## src/rtl/button_debounce_repeat_pkg.sv

```systemverilog
// Shared constants for the front-panel button front-end: button indices,
// channel FSM encoding and default timing at 50 MHz.
package button_debounce_repeat_pkg;

   localparam int BTN_PREV    = 0;
   localparam int BTN_NEXT    = 1;
   localparam int BTN_OKAY    = 2;
   localparam int BTN_CANCEL  = 3;
   localparam int NUM_BUTTONS = BTN_CANCEL + 1;

   localparam int DEF_DEBOUNCE_CYCLES     = 500000;
   localparam int DEF_REPEAT_DELAY_CYCLES = 25000000;
   localparam int DEF_REPEAT_RATE_CYCLES  = 5000000;
   localparam logic [NUM_BUTTONS-1:0] DEF_REPEAT_MASK =
      NUM_BUTTONS'((1 << BTN_PREV) | (1 << BTN_NEXT));
   localparam logic DEF_PRESSED_LEVEL = 1'b0;

   typedef enum logic [1:0] {
      RELEASED  = 2'd0,
      HELD      = 2'd1,
      REPEATING = 2'd2
   } chan_state_e;

   function automatic int max_int(input int a, input int b);
      return (a > b) ? a : b;
   endfunction

   function automatic int cnt_width(input int n);
      return (n > 1) ? $clog2(n) : 1;
   endfunction

endpackage

```

## src/rtl/button_debounce_repeat_channel.sv

```systemverilog
// One button: 2-FF synchroniser, debounce counter, press/repeat FSM and
// repeat counter; emits a registered single-cycle pulse per press/repeat.
module button_channel
   import button_debounce_repeat_pkg::*;
#(
   parameter int   DEBOUNCE_CYCLES     = DEF_DEBOUNCE_CYCLES,
   parameter int   REPEAT_DELAY_CYCLES = DEF_REPEAT_DELAY_CYCLES,
   parameter int   REPEAT_RATE_CYCLES  = DEF_REPEAT_RATE_CYCLES,
   parameter logic REPEAT_EN           = 1'b0,
   parameter logic PRESSED_LEVEL       = DEF_PRESSED_LEVEL
) (
   input  logic clk,
   input  logic rst_n,
   input  logic en,
   input  logic raw,
   output logic pulse,
   output logic level
);

   localparam int DB_W  = cnt_width(DEBOUNCE_CYCLES);
   localparam int REP_W = cnt_width(max_int(REPEAT_DELAY_CYCLES, REPEAT_RATE_CYCLES));
   localparam logic [DB_W-1:0]  DB_LAST    = DB_W'(DEBOUNCE_CYCLES - 1);
   localparam logic [REP_W-1:0] DELAY_LAST = REP_W'(REPEAT_DELAY_CYCLES - 1);
   localparam logic [REP_W-1:0] RATE_LAST  = REP_W'(REPEAT_RATE_CYCLES - 1);

   logic sync1, sync2, pressed_s;
   logic [DB_W-1:0] db_cnt;
   logic differs, db_done, rise_evt, fall_evt;
   chan_state_e state, state_nxt;
   logic [REP_W-1:0] rep_cnt;
   logic pulse_nxt;

   // Synchroniser is not gated by en so a held button is already settled
   // when the channel is re-enabled.
   // NOTE: sequential state uses non-blocking assignments so every flop
   // samples the pre-edge value of its neighbours.
   always_ff @(posedge clk or negedge rst_n) begin
      if (!rst_n) begin
         sync1 <= ~PRESSED_LEVEL;
         sync2 <= ~PRESSED_LEVEL;
      end else begin
         sync1 <= raw;
         sync2 <= sync1;
      end
   end

   assign pressed_s = (sync2 == PRESSED_LEVEL);
   assign differs   = (pressed_s != level);
   assign db_done   = differs && (db_cnt == DB_LAST);
   assign rise_evt  = db_done && pressed_s;
   assign fall_evt  = db_done && !pressed_s;

   always_ff @(posedge clk or negedge rst_n) begin
      if (!rst_n) begin
         db_cnt <= '0;
         level  <= 1'b0;
      end else if (!en) begin
         db_cnt <= '0;
         level  <= 1'b0;
      end else if (!differs) begin
         db_cnt <= '0;
      end else if (db_done) begin
         db_cnt <= '0;
         level  <= pressed_s;
      end else begin
         db_cnt <= db_cnt + 1'b1;
      end
   end

   always_ff @(posedge clk or negedge rst_n) begin
      if (!rst_n)   state <= RELEASED;
      else if (!en) state <= RELEASED;
      else          state <= state_nxt;
   end

   // NOTE: every combinational output gets a default before the case so no
   // path through the block can infer a latch.
   always_comb begin
      state_nxt = state;
      case (state)
         RELEASED:  if (rise_evt) state_nxt = HELD;
         HELD: begin
            if (fall_evt)                              state_nxt = RELEASED;
            else if (REPEAT_EN && rep_cnt == DELAY_LAST) state_nxt = REPEATING;
         end
         REPEATING: if (fall_evt) state_nxt = RELEASED;
         default:   state_nxt = RELEASED;
      endcase
   end

   // A debounced release wins over a coincident repeat tick: release never pulses.
   always_comb begin
      pulse_nxt = 1'b0;
      case (state)
         RELEASED:  pulse_nxt = rise_evt;
         HELD:      pulse_nxt = REPEAT_EN && !fall_evt && (rep_cnt == DELAY_LAST);
         REPEATING: pulse_nxt = !fall_evt && (rep_cnt == RATE_LAST);
         default:   pulse_nxt = 1'b0;
      endcase
   end

   always_ff @(posedge clk or negedge rst_n) begin
      if (!rst_n) begin
         rep_cnt <= '0;
         pulse   <= 1'b0;
      end else if (!en) begin
         rep_cnt <= '0;
         pulse   <= 1'b0;
      end else begin
         pulse <= pulse_nxt;
         if (pulse_nxt || state_nxt != state)
            rep_cnt <= '0;
         else if ((state == HELD && REPEAT_EN) || state == REPEATING)
            rep_cnt <= rep_cnt + 1'b1;
      end
   end

endmodule

```

## src/rtl/button_debounce_repeat.sv

```systemverilog
// TFT43 front-panel button front-end: four independent debounce/repeat
// channels feeding the cursor/period-select adapter.
module button_debounce_repeat
   import button_debounce_repeat_pkg::*;
#(
   parameter int   DEBOUNCE_CYCLES                = DEF_DEBOUNCE_CYCLES,
   parameter int   REPEAT_DELAY_CYCLES            = DEF_REPEAT_DELAY_CYCLES,
   parameter int   REPEAT_RATE_CYCLES             = DEF_REPEAT_RATE_CYCLES,
   parameter logic [NUM_BUTTONS-1:0] REPEAT_MASK  = DEF_REPEAT_MASK,
   parameter logic PRESSED_LEVEL                  = DEF_PRESSED_LEVEL
) (
   input  logic       clk,
   input  logic       rst_n,
   input  logic       en,
   input  logic [3:0] iButton,
   output logic [3:0] oButton,
   output logic [3:0] oLevel
);

   for (genvar i = 0; i < NUM_BUTTONS; i++) begin : g_chan
      button_channel #(
         .DEBOUNCE_CYCLES    (DEBOUNCE_CYCLES),
         .REPEAT_DELAY_CYCLES(REPEAT_DELAY_CYCLES),
         .REPEAT_RATE_CYCLES (REPEAT_RATE_CYCLES),
         .REPEAT_EN          (REPEAT_MASK[i]),
         .PRESSED_LEVEL      (PRESSED_LEVEL)
      ) u_chan (
         .clk  (clk),
         .rst_n(rst_n),
         .en   (en),
         .raw  (iButton[i]),
         .pulse(oButton[i]),
         .level(oLevel[i])
      );
   end

endmodule

```

## config.mk

```make
export PLATFORM = sky130hd
export DESIGN_NAME = button_debounce_repeat
export DESIGN_NICKNAME = d
export VERILOG_FILES = /design/src/rtl/button_debounce_repeat_pkg.sv /design/src/rtl/button_debounce_repeat_channel.sv /design/src/rtl/button_debounce_repeat.sv
export SDC_FILE = /design/constraint.sdc
export NUM_CORES = 1
export LEC_CHECK = 0
export CORE_MARGIN = 5
export CORE_UTILIZATION = 35
export DETAILED_ROUTE_END_ITERATION = 12
export GPL_TIMING_DRIVEN = 0
export PLACE_DENSITY = 0.5
export SYNTH_ARGS = -nofsm -noshare
export SYNTH_HDL_FRONTEND = slang
export SYNTH_SLANG_ARGS = --single-unit
```

## constraint.sdc

```tcl
create_clock -name clk -period 5.95 [get_ports clk]
set_clock_uncertainty 0.1 [all_clocks]
set_input_delay 1.19 -clock clk [delete_from_list [all_inputs] [get_ports clk]]
set_output_delay 1.19 -clock clk [all_outputs]
set_load 0.01 [all_outputs]
```

==> run_results.csv <==
group,metric,value,unit
run_status,outcome,"complete, no violations",
synthesis,syn_area_per_cell,9.45,µm²
power_and_ir_drop,finalPower,2.80,mW
clock_tree,clk_path_buf_depth,2,
timing,max-slew-margin-rel,30.2,%
synthesis,synth_edf_count,0,
global_routing,first_global_vias,7770,
synthesis,async_reset_ff_share,100,%
layout,drive_above_1_share,6.20,%
global_routing,overflow,0,
die,die_w,184,µm
worst_setup_path,max_stage_delay,0.87,ns
clock_tree,clock-root-buffer,"clkbuf_16",
die,io_pins,15,
placed_design,place_ws,2.18,ns
worst_setup_path,rr_endpoint,"g_chan[0].u_chan.rep_cnt[8]$_DFFE_PN0P_",
layout,final-seq-area,5010,µm²
placed_design,numPortBuffers,14,
routing,vias_per_cell,4.97,
synthesis,synthesis.nets,1144,
clock_tree,cts_buffers,17,
layout,multi_input_area,5180,µm²
die,start_util,35.5,%
layout,fill_cells,2936,
routing,drt_iter0_drc,364,
synthesis,synth.cell_area,10500,µm²
timing,clock.fmax,293,MHz
worst_setup_path,r2r_cells,9,
power_and_ir_drop,peakVddDrop,0.000210,V
layout,fin_cells,1551,
routing,totalWireLength,21200,µm
worst_setup_path,crit_slowest_cell,"o311ai_1",
die,design.core.area,29700,µm²
synthesis,ys.flop_type,"dfrtp_1",
job,cap_violations,0,
timing,period_needed,3.41,ns
worst_setup_path,path_cells,"inv_1 -> ha_1 -> clkbuf_1 -> nand2_1 -> nor2_1 -> o211ai_1 -> o311ai_1 -> clkbuf_1 -> nor3_1",
worst_setup_path,cp-end-kind,"flop",
worst_hold_path,holdPathStages,0,
power_and_ir_drop,p_per_area,235,nW/µm²
layout,nNetsFinal,1178,
layout,area_delta_synth_final,12.8,%
worst_setup_path,arrival,3.61,ns
timing,period_share,57.3,%
timing,fin_ws,2.54,ns
clock_tree,htree_levels,4,
timing,finalHoldViolCount,0,
clock_tree,clock_latency,0.44,ns
worst_setup_path,reg2reg_slack,2.54,ns
timing,rsz0062_at_grt,"no",
routing,vias,7709,
worst_hold_path,min_to,"g_chan[1].u_chan.sync2$_DFF_PN1_",
worst_setup_path,startpoint_type,"flop",
global_routing,grt_pass1_wl,37500,µm
synthesis,ys_seq_area_share,47.6,%
clock_tree,clkTransAtPathRegs,0.07,ns
synthesis,synth.ff_latch_count,200,
timing,setup_viol,0,
synthesis,synthCells,1115,
global_routing,grt_usage,13.1,%
routing,drc,0,
placed_design,dp_cells,1520,
layout,antennaDiodeCount,0,
placed_design,gp_congestion,0.800,
power_and_ir_drop,p_leak,4.79,nW
worst_setup_path,path_common_cell,"clkbuf_1",
worst_hold_path,hp-start,"g_chan[1].u_chan.sync1$_DFF_PN1_",
clock_tree,ctsHoldBuffers,0,
worst_setup_path,crit_family,"compound AO/OA/AOI/OAI gates",
routing,ant_nets,0,
worst_setup_path,path_buf_inv,3,
clock_tree,cts_setup_buffers,0,
timing,timing.hold.ws,0.257,ns
global_routing,antenna_found_initial,0,
global_routing,grt_start_max_net_pins,116,
worst_setup_path,r2r-start,"g_chan[0].u_chan.state[0]$_DFF_PN0_",
worst_setup_path,cp.required,6.16,ns
routing,avgRoutedWirePerCell,13.7,µm
worst_hold_path,hold_class,"reg -> reg",
die,die_h,184,µm
clock_tree,cts.repair.resized,0,
worst_setup_path,critical_path_class,"reg -> reg",
timing,tightest_slew,1.03,ns
clock_tree,cts_sinks,200,
timing,fin_setup_tns,0,ns
clock_tree,cts_tree,"built",
synthesis,synth_cell_type_count,66,
die,die_area,33700,µm²
routing,firstDrtPassIters,4,
worst_setup_path,worstPathMaxFanout,10,
die,fp-row-count,63,
placed_design,dp_hpwl,14300,µm
synthesis,ys.warnings.count,0,
timing,slew_viol_final,0,
[power by group]
part           switching, mW  leakage, nW  internal (mW)
combinational         0.0582         1.70         0.0163
sequential           0.00421         2.76           1.37
clock                  0.530        0.329          0.823
[cell families (layout without fill, tap and decap cells)]
| kind of cell | after synthesis | in the layout | share of synthesized area, % |
|---|---|---|---|
| compound gates | 60 | 60 | 3.88 |
| xor+xnor | 161 | 161 | 13.4 |
| fa+ha+maj | 22 | 22 | 2.61 |
| buf+inv | 77 | 123 | 3.25 |
| flops | 200 | 200 | 47.6 |
| mux | 6 | 6 | 0.593 |
| simple gates | 589 | 589 | 28.7 |
[synthesized netlist by cell type, types with 7 or more instances]
cell	n	area (µm²)
nor2_1	215	807
dfrtp_1	192	4800
xor2_1	91	797
nand2_1	76	285
xnor2_1	70	613
nand3_1	65	325
nor3_1	51	255
nand4_1	42	263
inv_1	37	139
and3_1	24	150
ha_1	22	275
clkbuf_1	21	78.8
nor4_1	20	125
and4_1	19	166
o21ai_0	13	65.1
and2_1	11	68.8
a21oi_1	10	50.1
nor4b_1	10	87.6
buf_4	8	60.1
dfstp_2	8	210
nand4b_1	7	61.3
or3_1	7	43.8
[cells in the final DEF (no fill, tap or decap), drive strengths merged, types with 10 or more instances in the layout]
cell	instances
nor2	215
dfrtp	192
xor2	91
nand2	76
xnor2	70
nand3	66
nor3	52
nand4	42
clkbuf	42
inv	38
and3	24
ha	22
nor4	21
buf	20
and4	19
o21ai	13
clkdlybuf4s50	13
and2	11
a21oi	11
nor4b	10
[stage by stage]
| step | utilization, % | cell area (µm²) |
|---|---|---|
| detailed placement | 37.7 | 11200 |
| finish | 40.0 | 11900 |
| global route | 40.0 | 11900 |
| global placement | 37.6 | 11200 |
| floorplan | - | 10500 |
| CTS | 40.0 | 11900 |
[layer usage]
metal	vias up	track usage (%)	share of wire, %
met1	3745	18.0	50
met2	54	21.5	47
met3	11	2.55	2.3
met4	0	2.86	0.88
met5	-	0	0
li1	3899	-	-
[registers in the layout (all words and copies together) (netlist names)]
| register | cells |
|---|---|
| g_chan.u_chan.db_cnt | 76 |
| g_chan.u_chan.rep_cnt | 100 |
| g_chan.u_chan.sync2 | 4 |
| g_chan.u_chan.sync1 | 4 |
| g_chan.u_chan.level | 4 |
| g_chan.u_chan.pulse | 4 |
| g_chan.u_chan.state | 8 |
[worst max path at each step]
stage | startpoint | end | slack, ns | depth (start not counted)
floorplan | g_chan[3].u_chan.state[0]$_DFF_PN0_ | g_chan[3].u_chan.rep_cnt[15]$_DFFE_PN0P_ | 3.24 | 10
global placement | rst_n | g_chan[3].u_chan.rep_cnt[20]$_DFFE_PN0P_ | -5.27 | 1
detailed placement | en | g_chan[0].u_chan.rep_cnt[11]$_DFFE_PN0P_ | 2.18 | 7
CTS | g_chan[0].u_chan.state[0]$_DFF_PN0_ | g_chan[0].u_chan.rep_cnt[16]$_DFFE_PN0P_ | 2.52 | 9
global route | g_chan[0].u_chan.state[0]$_DFF_PN0_ | g_chan[0].u_chan.rep_cnt[18]$_DFFE_PN0P_ | 2.21 | 9
finish | g_chan[0].u_chan.state[0]$_DFF_PN0_ | g_chan[0].u_chan.rep_cnt[8]$_DFFE_PN0P_ | 2.54 | 9
[area by class of cell]
class	instances	share of cell area [%]
Buffer	40	1.72
Clock buffer	20	3.93
Clock inverter	11	1.83
Inverter	37	1.17
Multi-Input combinational cell	838	43.6
Sequential cell	200	42.2
Tap cell	390	4.11
Timing Repair Buffer	15	1.45
(Power assumes the default switching activity.)
